File: src/rtl/mc_ctrl_unit.sv
// Moore multicycle control unit for the single-memory MIPS-subset datapath.
// All strobes and selectors decode from the state register; BEQ pc_load follows zero.
module mc_ctrl_unit (
   input  logic       clk,
   input  logic       reset,
   input  logic [5:0] opcode,
   input  logic [5:0] funct,
   input  logic       zero,
   output logic       pc_load,
   output logic [2:0] pc_src_sel,
   output logic       i_or_d,
   output logic       mem_wr,
   output logic       ir_write,
   output logic       mdr_load,
   output logic       ab_load,
   output logic       alu_out_load,
   output logic       reg_write,
   output logic [2:0] reg_dst_sel,
   output logic [2:0] mem_to_reg_sel,
   output logic [2:0] alu_src_a_sel,
   output logic [2:0] alu_src_b_sel,
   output logic [2:0] alu_op,
   output logic       illegal_op,
   output logic [4:0] state_out
);

   localparam int unsigned STW = 5;
   localparam int unsigned OPW = 3;

   localparam logic [OPW-1:0] ALU_PASS = 3'b000;
   localparam logic [OPW-1:0] ALU_ADD  = 3'b001;
   localparam logic [OPW-1:0] ALU_SUB  = 3'b010;
   localparam logic [OPW-1:0] ALU_AND  = 3'b011;

   typedef enum logic [STW-1:0] {
      RST_SP  = 5'd0,  FETCH1 = 5'd1,  FETCH2 = 5'd2,  FETCH3 = 5'd3,
      DECODE  = 5'd4,  EXEC_R = 5'd5,  WB_R   = 5'd6,  EXEC_I = 5'd7,
      WB_I    = 5'd8,  ADDR   = 5'd9,  MEMRD1 = 5'd10, MEMRD2 = 5'd11,
      MEMRD3  = 5'd12, WB_LW  = 5'd13, MEMWR  = 5'd14, BRANCH = 5'd15,
      JUMP    = 5'd16, ILLEGAL = 5'd17
   } state_t;

   state_t         state, state_nx;
   logic [OPW-1:0] r_op, r_op_nx;

   // State register plus the R-type ALU operation captured at DECODE
   always_ff @(posedge clk) begin
      if (reset) begin
         state <= RST_SP;
         r_op  <= ALU_PASS;
      end else begin
         state <= state_nx;
         r_op  <= r_op_nx;
      end
   end

   // Next-state and output decode
   always_comb begin
      state_nx       = state;
      r_op_nx        = r_op;
      pc_load        = 1'b0;
      pc_src_sel     = 3'd0;
      i_or_d         = 1'b0;
      mem_wr         = 1'b0;
      ir_write       = 1'b0;
      mdr_load       = 1'b0;
      ab_load        = 1'b0;
      alu_out_load   = 1'b0;
      reg_write      = 1'b0;
      reg_dst_sel    = 3'd0;
      mem_to_reg_sel = 3'd0;
      alu_src_a_sel  = 3'd0;
      alu_src_b_sel  = 3'd0;
      alu_op         = ALU_PASS;
      illegal_op     = 1'b0;
      state_out      = state;

      case (state)
         RST_SP: begin
            reg_write      = 1'b1;
            reg_dst_sel    = 3'd2;
            mem_to_reg_sel = 3'd2;
            state_nx       = FETCH1;
         end
         FETCH1: begin
            alu_src_b_sel = 3'd1;
            alu_op        = ALU_ADD;
            state_nx      = FETCH2;
         end
         FETCH2: begin
            alu_src_b_sel = 3'd1;
            alu_op        = ALU_ADD;
            state_nx      = FETCH3;
         end
         FETCH3: begin
            alu_src_b_sel = 3'd1;
            alu_op        = ALU_ADD;
            ir_write      = 1'b1;
            pc_load       = 1'b1;
            state_nx      = DECODE;
         end
         DECODE: begin
            ab_load       = 1'b1;
            alu_out_load  = 1'b1;
            alu_src_b_sel = 3'd3;
            alu_op        = ALU_ADD;
            case (opcode)
               6'h00: begin
                  state_nx = EXEC_R;
                  case (funct)
                     6'h20:   r_op_nx = ALU_ADD;
                     6'h22:   r_op_nx = ALU_SUB;
                     6'h24:   r_op_nx = ALU_AND;
                     default: state_nx = ILLEGAL;
                  endcase
               end
               6'h08:        state_nx = EXEC_I;
               6'h23, 6'h2B: state_nx = ADDR;
               6'h04:        state_nx = BRANCH;
               6'h02:        state_nx = JUMP;
               default:      state_nx = ILLEGAL;
            endcase
         end
         EXEC_R: begin
            alu_src_a_sel = 3'd1;
            alu_op        = r_op;
            alu_out_load  = 1'b1;
            state_nx      = WB_R;
         end
         WB_R: begin
            reg_write   = 1'b1;
            reg_dst_sel = 3'd1;
            state_nx    = FETCH1;
         end
         EXEC_I, ADDR: begin
            alu_src_a_sel = 3'd1;
            alu_src_b_sel = 3'd2;
            alu_op        = ALU_ADD;
            alu_out_load  = 1'b1;
            if (state == EXEC_I)      state_nx = WB_I;
            else if (opcode == 6'h2B) state_nx = MEMWR;
            else                      state_nx = MEMRD1;
         end
         WB_I: begin
            reg_write = 1'b1;
            state_nx  = FETCH1;
         end
         MEMRD1: begin
            i_or_d   = 1'b1;
            state_nx = MEMRD2;
         end
         MEMRD2: begin
            i_or_d   = 1'b1;
            state_nx = MEMRD3;
         end
         MEMRD3: begin
            i_or_d   = 1'b1;
            mdr_load = 1'b1;
            state_nx = WB_LW;
         end
         WB_LW: begin
            reg_write      = 1'b1;
            mem_to_reg_sel = 3'd1;
            state_nx       = FETCH1;
         end
         MEMWR: begin
            i_or_d   = 1'b1;
            mem_wr   = 1'b1;
            state_nx = FETCH1;
         end
         BRANCH: begin
            alu_src_a_sel = 3'd1;
            alu_op        = ALU_SUB;
            pc_src_sel    = 3'd1;
            pc_load       = zero;
            state_nx      = FETCH1;
         end
         JUMP: begin
            pc_load    = 1'b1;
            pc_src_sel = 3'd2;
            state_nx   = FETCH1;
         end
         ILLEGAL: begin
            illegal_op = 1'b1;
            state_nx   = FETCH1;
         end
         default: state_nx = RST_SP;
      endcase
   end

endmodule

File: config.mk
export PLATFORM = sky130hd
export DESIGN_NAME = mc_ctrl_unit
export DESIGN_NICKNAME = d
export VERILOG_FILES = /design/src/rtl/mc_ctrl_unit.sv
export SDC_FILE = /design/constraint.sdc
export NUM_CORES = 1
export LEC_CHECK = 0
export CORE_UTILIZATION = 35
export DETAILED_ROUTE_END_ITERATION = 12
export PLACE_DENSITY = 0.72
export SYNTH_ARGS = -nofsm -noshare
export SYNTH_HDL_FRONTEND = slang
export SYNTH_SLANG_ARGS = --single-unit
File: constraint.sdc
create_clock -name clk -period 1.6 [get_ports clk]
set_input_delay 0.24 -clock clk [delete_from_list [all_inputs] [get_ports clk]]
set_output_delay 0.24 -clock clk [all_outputs]
set_load 0.03 [all_outputs]
Word-level counts from Yosys, hierarchy flattened
Index checks and enable logic that the tools add are counted.
{ "word_totals": {"mem_count": 0, "mem_bits_rw": 0, "mem_bits_ro": 0, "latchBits": 0, "regBits": 8} }
{ "classes": {"reduce_logical": 15, "eq_ne": 25, "order_cmp": 0, "mul": 0, "n_shift": 0, "muxes": 21, "addsub": 0, "div": 0, "n_bitwise": 0} }
{ "ops": {"columns": ["operator", "count"], "rows": [
  ["$pmux 5 s10", 1],
  ["$eq 5x4->1 const B", 8],
  ["$eq 6x6->1 const B", 5],
  ["$pmux 5 s5", 1],
  ["$eq 5x3->1 const B", 4],
  ["$pmux 3 s3", 2],
  ["$reduce_or 4->1", 4],
  ["$pmux 2 s2", 3],
  ["$eq 5x2->1 const B", 2],
  ["$eq 5x5->1 const B", 2],
  ["$mux 1", 9],
  ["$reduce_or 8->1", 1],
  ["$eq 6x2->1 const B", 1],
  ["$eq 6x3->1 const B", 1],
  ["$eq 6x4->1 const B", 1],
  ["$logic_not 6->1", 1],
  ["$mux 3", 2],
  ["$pmux 2 s3", 1],
  ["$reduce_or 2->1", 3],
  ["$reduce_or 3->1", 2],
  ["$reduce_or 6->1", 1],
  ["$eq 5x1->1 const B", 1],
  ["$logic_not 5->1", 1],
  ["$mux 5", 1],
  ["other kinds (3)", 3]
]} }

Depth between registers and ports, before layout
Gate-level depths: netlist of run 1.
{ "depth": {"word_depth": 5, "mapped_depth": 6, "mapped_depth_nobuf": 4} }

Worst setup path after synthesis of run 1
OpenSTA, ideal clock, no wires.
{ "synth_timing": {"path_type": "flip-flop to output port", "startpoint": "reg state[1] (netlist: state_out[1])", "endpoint": "out ir_write", "arrival_ps": 1954, "n_path_buf": 2, "path_slack_ps": -594, "path_stages_with_launch": 5, "path_cell_list": "dfxtp_1 > buf_6 > clkbuf_1 > nand2_1 > nor4_1"} }
{ "synth_between": {"elab_chain_len": 2} }
{ "synth_rtl": {"columns": ["item", "line_no", "text"], "rows": [
  ["start: declaration", "43", "state_t state, state_nx;"],
  ["start signal: assignment", "52", "state <= state_nx;"],
  ["$eq 5x2->1", "78", "case (state)"],
  ["$mux 1", "78", null],
  ["end: declaration", "13", "output logic ir_write,"]
]} }
Every way passes these cells.

Final worst setup path of run 1
{ "layout_timing": {"startpoint": "reg state[2] (netlist: state_out[2])", "endpoint": "out ab_load"} }
{ "layout_between": {"elab_chain_len": 2} }
{ "layout_rtl": {"columns": ["item", "line_no", "text"], "rows": [
  ["$eq 5x3->1", "78", null],
  ["$mux 1", "78", null],
  ["end: declaration", "15", "output logic ab_load,"]
]} }
Every way passes these cells.

==> reports/results.ini, run 1 <==
[status]
outcome=finished, violations left
failed_checks=negative setup slack

[global_route]
grt_max_degree=18
antenna_found_initial=0
grt_util_all_layers_pct=23.2
grt_pass1_wl_mm=4.67
gr-total-overflow=0
grt_pass1_vias=1105

[logic_synthesis]
synth_edf_count=0
yosysTopAreaCell=dfxtp_1
synthTopCellsByArea=dfxtp_1, nor2_1, nor3_1
synth_top_area_share_pct=16.1
ys_seq_area_share_pct=16.1
synth.most_common_cell=nor2_1
synthFlopType=dfxtp_1
syn-cell-area_um2=872
ys_types=40
syn_area_per_cell_um2=6.71
synth_common_cells=nor2_1, nand2_1, nor3_1
async_flop_share_pct=0
syn_inst=130
synth-warning-count=0
synth-seq-cells=7

[detailed_routing]
drtIter0Drc=15
post_drt_wl_per_cell_um=14.5
highest_layer=met4
wl_met3_um=163
num_vias=1219
viasPerCell=5.47
firstDrtPassIters=4
met1Wirelength_mm=1.29
ant_nets=0
drc=0
wl_mm=3.24
wl_met2_mm=1.71

[worst_hold_path]
whs_endpoint=r_op[1]
holdCritStartpoint=opcode[5]
hold_depth=4
hold_class=in -> reg

[floorplanning]
core_um2=2280
num_rows=17
start_util_pct=38.3
fp.dieW_um=51.9
dieArea_um2=2700
io_pins=47
fp.dieH_um=51.9

[timing]
setup_violations=9
fin_crit_ns=1.74
setup_slack_ns=-0.143
timing.fmax_mhz=574
worst_hold_slack_ns=0.516
maxSlewViolCount=0
hold_viol=0
rsz0062_at_grt=true
skew_ns=0.000208
post-route-period-util_pct=109

[cts]
ctsHoldBuffers=0
root_buffer=clkbuf_4
clkSlewWorstSetupHoldPaths_ns=0.05
cts_tree=done
htreeDepth=1
clkLatencyLatePin_ns=0.26
cts.sink_count=7
cts_made_buffers=3
cts_buffer_depth=2

[setup_path]
timing.rr.start=state_out[2]
reg2reg_to=state_out[2]
criticalPathCategory=reg -> out
crit_chain=or4b_4, buf_6, nor2_4, buf_6
cp_common_cell=buf_6
cp.arrival_ns=1.50
critical-path-slowest-cell=or4b_4
required_ns=1.36
critPathLaunchType=register
path_buf_inv=2
r2r_slack_ns=-0.12
cp_slowest_stage_delay_ns=0.49
worstSetupEndpointType=output pin
cp_max_fo=3
r2r_cells=5
crit_family=simple AND/OR/NAND/NOR gates
worstSetupStartpoint=state_out[2]

[layout]
nets=211
fillers=168
num_antenna_cells=0
fin_util_pct=75.2
drive_above_1_share_pct=53.8
areaGrowthSynthToFinish_pct=96.1

[flow_run]
maxCapViolations=0

[placed_design]
place_congestion=0.885
port_buffers=39
dp_hpwl_mm=2.14

[power_and_ir_drop]
max-vdd-ir-drop_v=0.000442
leakage_nw=0.727
p_per_area_nw_per_um2=490

-- final cells by class --
cell class / instances / area, um^2 / area share (%)
multi-input cells: 108 / 832 / 48.6
flip-flops and latches: 7 / 150 / 8.78
repair buffers: 73 / 649 / 38.0
well taps: 28 / 35.0 / 2.05
inverters: 3 / 17.5 / 1.02
clock buffers: 4 / 26.3 / 1.54
-- flip-flops by register name, indices dropped and copies added, names as in the netlist --
register,flops
r_op,2
state_out,5
-- per-layer routing --
layer / track usage (%) / vias to the layer above
li1: - / 584
met1: 27.3 / 574
met2: 40.8 / 52
met3: 4.68 / 9
met4: 8.11 / 0
met5: 0 / -
-- worst max-delay path by stage --
stage / depth (start not counted) / slack (ns) / endpoint
finish: 4 / -0.14 / ab_load
global route: 4 / -0.19 / ab_load
CTS: 4 / -0.13 / ab_load
detailed placement: 6 / -0.22 / r_op[1]
global placement: 5 / -0.21 / state_out[2]
floorplan: 5 / -0.15 / r_op[0]
-- power breakdown --
group	switching [mW]	total, mW	internal (mW)
clock network	0.0700	0.165	0.0955
logic	0.283	0.483	0.200
registers	0.00708	0.189	0.182
total	0.360	0.838	0.478
-- cells in the final DEF, fill, tap and decap left out, types with 2 or more instances in the layout --
master | Yosys | routed
a31oi_1 | 2 | 2
dlygate4sd2_1 | 0 | 4
nor3_4 | 0 | 3
a21oi_1 | 7 | 5
xor2_1 | 3 | 2
o2111a_1 | 2 | 2
buf_8 | 0 | 2
nor2_4 | 0 | 5
nor2_2 | 0 | 5
dfxtp_2 | 0 | 2
buf_4 | 8 | 45
nand2_2 | 0 | 6
dfxtp_4 | 0 | 2
buf_6 | 1 | 7
nor2b_1 | 4 | 4
nand2_1 | 15 | 9
clkdlybuf4s50_1 | 0 | 13
o21ai_1 | 0 | 3
dfxtp_1 | 7 | 3
nand3_1 | 2 | 2
nor4_1 | 5 | 3
and3b_1 | 2 | 2
nand3b_1 | 2 | 2
nor3_2 | 0 | 5
o21ai_0 | 7 | 4
clkbuf_4 | 0 | 3
nor3_1 | 12 | 4
nor2_1 | 18 | 8
conb_1 | 1 | 7
a21oi_2 | 0 | 2
-- stage by stage --
stage | instance area (um^2) | instances | total power, mW | TNS [ns] | setup WS [ns]
floorplan | 1030 | 136 | 0.480 | -0.264 | -0.151
global route | 1710 | 223 | 0.889 | -1.58 | -0.193
detailed placement | 1430 | 205 | 0.611 | -1.05 | -0.216
global placement | 1430 | 205 | 0.608 | -0.894 | -0.215
CTS | 1590 | 218 | 0.803 | -0.730 | -0.130
finish | 1710 | 223 | 0.838 | -0.752 | -0.143
-- timing repair --
| item | in CTS | in global routing |
|---|---|---|
| gates cloned | 0 | 1 |
| resized for setup | 24 | 22 |
| setup endpoints to repair | 23 | 22 |
| pin swaps | 2 | 5 |
| setup buffers | 9 | 4 |
-- tightest hold or removal path: stages --
cell	delay [ns]
dlymetal6s2s_1	0.13
nor3_1	0.09
nand3b_1	0.18
o41ai_2	0.09
-- cells by family (layout without fill, tap and decap cells) --
group                  count (synthesis)  after routing  synth area share, %
XOR/XNOR                               4              4                 4.02
AND/OR/NAND/NOR                       70             70                 45.2
other                                  1              7                0.430
AO/OA/AOI/OAI                         27             27                 20.8
buffers and inverters                 21             80                 13.5
flip-flops                             7              7                 16.1
Power figures use the tool's default switching activity.
==> run 2: changes to the inputs <==
CORE_MARGIN = 2   (was unset)
CORE_UTILIZATION = 25   (was 35)
GPL_TIMING_DRIVEN = 0   (was unset)
PLACE_DENSITY = 0.54   (was 0.72)
==> run 2 against run 1 <==
- the run still ends with negative setup slack left
- fmax grew 0.67%
- cell area grew 3.3%
- cell count grew 5.4%
- sequential power grew 6%
- setup slack gained 0.012 ns
- via count shrank 6.6%
- first-iteration DRC count shrank 6.7%
- power grew 4.0%
- clock power grew 9%
- die area grew 48%
- largest power group unchanged
- utilization shrank 22 points
==> reports/results.ini, run 2 (same netlist as run 1, synthesis figures left out) <==
[cts]
clkSlewWorstSetupHoldPaths_ns=0.06
root_buffer=clkbuf_4
htreeDepth=1
cts.sink_count=7
cts_tree=done
clkLatencyLatePin_ns=0.27
cts_made_buffers=3
cts_buffer_depth=2

[timing]
hold_viol=0
setup_slack_ns=-0.132
setup_violations=14
skew_ns=0.00580
maxSlewViolCount=0
rsz0062_at_grt=true
timing.fmax_mhz=577
post-route-period-util_pct=108
fin_crit_ns=1.73

[power_and_ir_drop]
p_seq_share_pct=23.1
max-vdd-ir-drop_v=0.000319
total_power_uw=871
leakage_nw=0.763
switching_share_pct=43.1
power_switching_uw=375
p_per_area_nw_per_um2=493
internal_power_uw=496
clkPwrFrac_pct=20.6
p_comb_share_pct=56.3

[floorplanning]
num_rows=21
fp.dieW_um=63.1
dieArea_um2=3980
io_pins=47
start_util_pct=26.1
fp.dieH_um=63.1
core_um2=3340

[flow_run]
maxCapViolations=0

[detailed_routing]
num_vias=1139
post_drt_wl_per_cell_um=13.4
drc=0
firstDrtPassIters=4
ant_nets=0
wl_mm=3.16
viasPerCell=4.85
drtIter0Drc=14

[layout]
drive_above_1_share_pct=50.8
largest_reg_flops=5
areaGrowthSynthToFinish_pct=103
fin_area_um2=1770
num_antenna_cells=0
fillers=340
final_common_cell=buf_4
nets=205
layout_common_cells=buf_4, buf_6, clkdlybuf4s50_1

[worst_hold_path]
holdCritStartpoint=reset
hold_class=in -> reg
hold_depth=2
whs_endpoint=state_out[2]

[global_route]
gr-total-overflow=0
grt_max_degree=11
antenna_found_initial=0
grt_pass1_vias=1047
grt_pass1_wl_mm=5.13
grt_util_all_layers_pct=15.7

[setup_path]
r2r_cells=5
path_buf_inv=2
critical-path-slowest-cell=or4b_4
worstSetupEndpointType=output pin
required_ns=1.36
reg2reg_to=r_op[0]
cp_common_cell=buf_6
cp_slowest_stage_delay_ns=0.52
cp.arrival_ns=1.49
cp_max_fo=7
crit_family=simple AND/OR/NAND/NOR gates
criticalPathCategory=reg -> out
worstSetupStartpoint=state_out[3]
critPathLaunchType=register
timing.rr.start=state_out[3]
r2r_slack_ns=-0.13
crit_chain=buf_6, or4b_4, nor2_4, buf_6

[placed_design]
place_congestion=0.806
dpl_cell_area_um2=1470
dp_hpwl_mm=2.19
port_buffers=38
pre_cts_ws_ns=-0.685

[status]
failed_checks=negative setup slack
outcome=finished, violations left

[run 2: cell types whose count changed in the layout (fill, tap and decap cells not counted), sizes merged]
cell          change
buf              -10
clkbuf            +4
clkinvlp          +1
dlygate4sd2       -4
dlymetal6s2s      +4
inv               -1
[run 2: how the worst max path moves through the flow]
stage / end / cells after the start / slack, ns
6_report: ab_load / 4 / -0.13
5_1_grt: alu_out_load / 6 / -0.19
4_1_cts: ab_load / 4 / -0.16
3_5_place_dp: alu_src_b_sel[1] / 7 / -0.68
3_3_place_gp: alu_src_b_sel[1] / 7 / -0.67
2_1_floorplan: r_op[0] / 5 / -0.15
[run 2: power groups by stage]
| stage | Combinational, mW | Sequential, mW | Clock [mW] |
|---|---|---|---|
| after floorplan | 0.272 | 0.208 | 0 |
| after global placement | 0.435 | 0.194 | 0 |
| after detailed placement | 0.439 | 0.194 | 0 |
| after CTS | 0.479 | 0.198 | 0.182 |
| after global routing | 0.522 | 0.204 | 0.192 |
| final | 0.490 | 0.201 | 0.180 |
[run 2: timing repair]
| action | CTS | global route |
|---|---|---|
| hold buffers | 0 | 0 |
| setup endpoints to repair | 26 | 26 |
| gates cloned | 1 | 0 |
| resized for setup | 163 | 25 |
| setup buffers | 4 | 7 |
| pin swaps | 8 | 8 |
[run 2: worst register-to-register path, stage by stage (launching register included)]
cell and delay (ns):
dfxtp_2 0.32, buf_6 0.13, or4b_4 0.52, nand4b_4 0.21, or4_4 0.43, nand2_1 0.07
[run 2: per-layer routing]
layer  routed length (um)  vias up  track usage, %  share of wire, %
li1                     -      572               -                 -
met1                 1420      509            21.2                45
met2                 1510       53            25.5                48
met3                  189        5            2.68               6.0
met4                   32        0            4.17               1.0
met5                    0        -               0                 0
[run 2: stage by stage]
| stage | hold WS [ns] | TNS, ns | utilization (%) | cells |
|---|---|---|---|---|
| floorplan | 0.442 | -0.264 | - | 136 |
| global placement | 0.567 | -10.52 | 43.9 | 220 |
| detailed placement | 0.573 | -10.81 | 43.9 | 220 |
| CTS | 0.440 | -1.09 | 49.2 | 228 |
| global route | 0.486 | -2.09 | 52.9 | 235 |
| finish | 0.418 | -1.03 | 52.9 | 235 |
[run 2: area by class of cell]
class                           count  area, um^2  area share [%]
Inverter                            3        18.8            1.06
Tap cell                           46        57.6            3.26
Multi-Input combinational cell    108         848            48.0
Clock buffer                        4        26.3            1.49
Timing Repair Buffer               50         479            27.1
Buffer                             17         189            10.7
Sequential cell                     7         148            8.36
==> run 3: changes to the inputs <==
CORE_UTILIZATION = 39   (was 25)
PLACE_DENSITY = 0.76   (was 0.54)
SLEW_MARGIN = 15   (was unset)
clock period = 1.8 ns   (was 1.6 ns; I/O delays follow)
==> run 3 against run 2 <==
- the flow now finishes without violations
- global-route usage up 5.5 points
- power down 21%
- setup slack better by 0.15 ns
- sequential power down 13%
- non-clock buffer count down 9
- hold slack better by 0.044 ns
- flip-flop and latch count unchanged
- register-to-register slack better by 0.21 ns
- clock-buffer cell count unchanged
- clock skew down 0.00095 ns
- critical path type unchanged
- largest cell class unchanged
- largest power group unchanged
- highest routed layer unchanged
==> reports/results.ini, run 3 (same netlist as run 1, synthesis figures left out) <==
[flow_run]
maxCapViolations=0

[cts]
clkSlewWorstSetupHoldPaths_ns=0.05
cts.sink_count=7
cts_buffer_depth=2
ctsHoldBuffers=0
htreeDepth=1
clkLatencyLatePin_ns=0.25
cts_tree=done
root_buffer=clkbuf_4
cts_made_buffers=3

[setup_path]
worstSetupStartpoint=state_out[3]
r2r_slack_ns=0.08
critPathLaunchType=register
criticalPathCategory=reg -> out
r2r_cells=5
required_ns=1.53
worstSetupEndpointType=output pin
cp.arrival_ns=1.51
timing.rr.start=state_out[3]
reg2reg_to=r_op[0]
cp_max_fo=8

[status]
outcome=finished clean

[detailed_routing]
wl_mm=2.71
viasPerCell=5.44
ant_nets=0
drtIter0Drc=41
drc=0
firstDrtPassIters=4
num_vias=1132
post_drt_wl_per_cell_um=13.0

[timing]
tns_ns=0
setup_slack_ns=0.0174
setup_violations=0
maxSlewViolCount=0
rsz0062_at_grt=true
hold_viol=0
worst_hold_slack_ns=0.462
skew_ns=0.00485
fin_crit_ns=1.78
timing.fmax_mhz=561
post-route-period-util_pct=99.0

[placed_design]
place_congestion=0.886
place_inst=202
port_buffers=38
dp_hpwl_mm=2.02
dpl_cell_area_um2=1370
pre_cts_ws_ns=-0.484

[global_route]
grt_util_all_layers_pct=21.2
gr-total-overflow=0
grt_max_degree=11
grt_pass1_wl_mm=4.28
grt_pass1_vias=981
antenna_found_initial=0

[layout]
finalNonFillerCells=208
nets=196
drive_above_1_share_pct=37.2
fin_area_um2=1460
final_common_cell=clkdlybuf4s50_1
num_antenna_cells=0
areaGrowthSynthToFinish_pct=67.4
fin_util_pct=67.3
largest_reg_flops=5
layout_common_cells=clkdlybuf4s50_1, buf_4, nand2_1

[floorplanning]
io_pins=47
num_rows=17
fp.dieH_um=51.3
core_um2=2170
dieArea_um2=2630
start_util_pct=40.2
fp.dieW_um=51.3

[power_and_ir_drop]
max-vdd-ir-drop_v=0.000285
p_per_area_nw_per_um2=469
total_power_uw=685
leakage_nw=0.595

[worst_hold_path]
hold_depth=2
whs_endpoint=state_out[3]
holdCritStartpoint=reset
hold_class=in -> reg

## run 3: changes by cell type in the layout (fill, tap and decap cells not counted), sizes merged, moves of 2 or more
cell           before  now
clkdlybuf4s50      13   18
inv                 1    3
clkdlybuf4s15       0    4
buf                44   31
clkinvlp            2    0
dlymetal6s2s        5    0
## run 3: worst max path at each step
| stage | to | slack, ns | cells past startpoint |
|---|---|---|---|
| after CTS | ab_load | -0.03 | 4 |
| final | reg_write | 0.02 | 7 |
| after global routing | reg_write | -0.05 | 7 |
| after detailed placement | reg_dst_sel[0] | -0.48 | 4 |
| after floorplan | mdr_load | -0.15 | 3 |
| after global placement | mem_to_reg_sel[0] | -0.47 | 4 |
## run 3: critical path, cell delays in order (launching register included)
cell,delay (ns)
dfxtp_2,0.32
buf_6,0.13
buf_4,0.13
and2_1,0.17
a21oi_2,0.15
o22a_1,0.15
nor2_1,0.04
buf_2,0.17
## run 3: layout make-up
type                       count  area [um^2]
buffer                        17          145
clock buffer                   4         26.3
fill                         202          709
inverter                       3         11.3
multi-input combinational    108          732
sequential                     7          146
tap                           28         35.0
timing repair buffer          41          364
## run 3: what timing repair did
item / in CTS / in global routing
pin swaps: 2 / 5
gates resized for setup: 119 / 27
endpoints found under the setup margin: 22 / 21
buffers inserted: 3 / 0
## run 3: layer usage
metal	wire, um	GRT usage [%]	part of all wire [%]
met3	251	2.63	9.3
met5	0	0	0
met2	1310	35.3	48
met1	1110	28.5	41
met4	40	6.14	1.5
## run 3: report_power, final
group / internal, mW / switching, mW
Sequential: 0.163 / 0.0116
Clock: 0.0845 / 0.0559
Combinational: 0.150 / 0.220
Total: 0.398 / 0.287
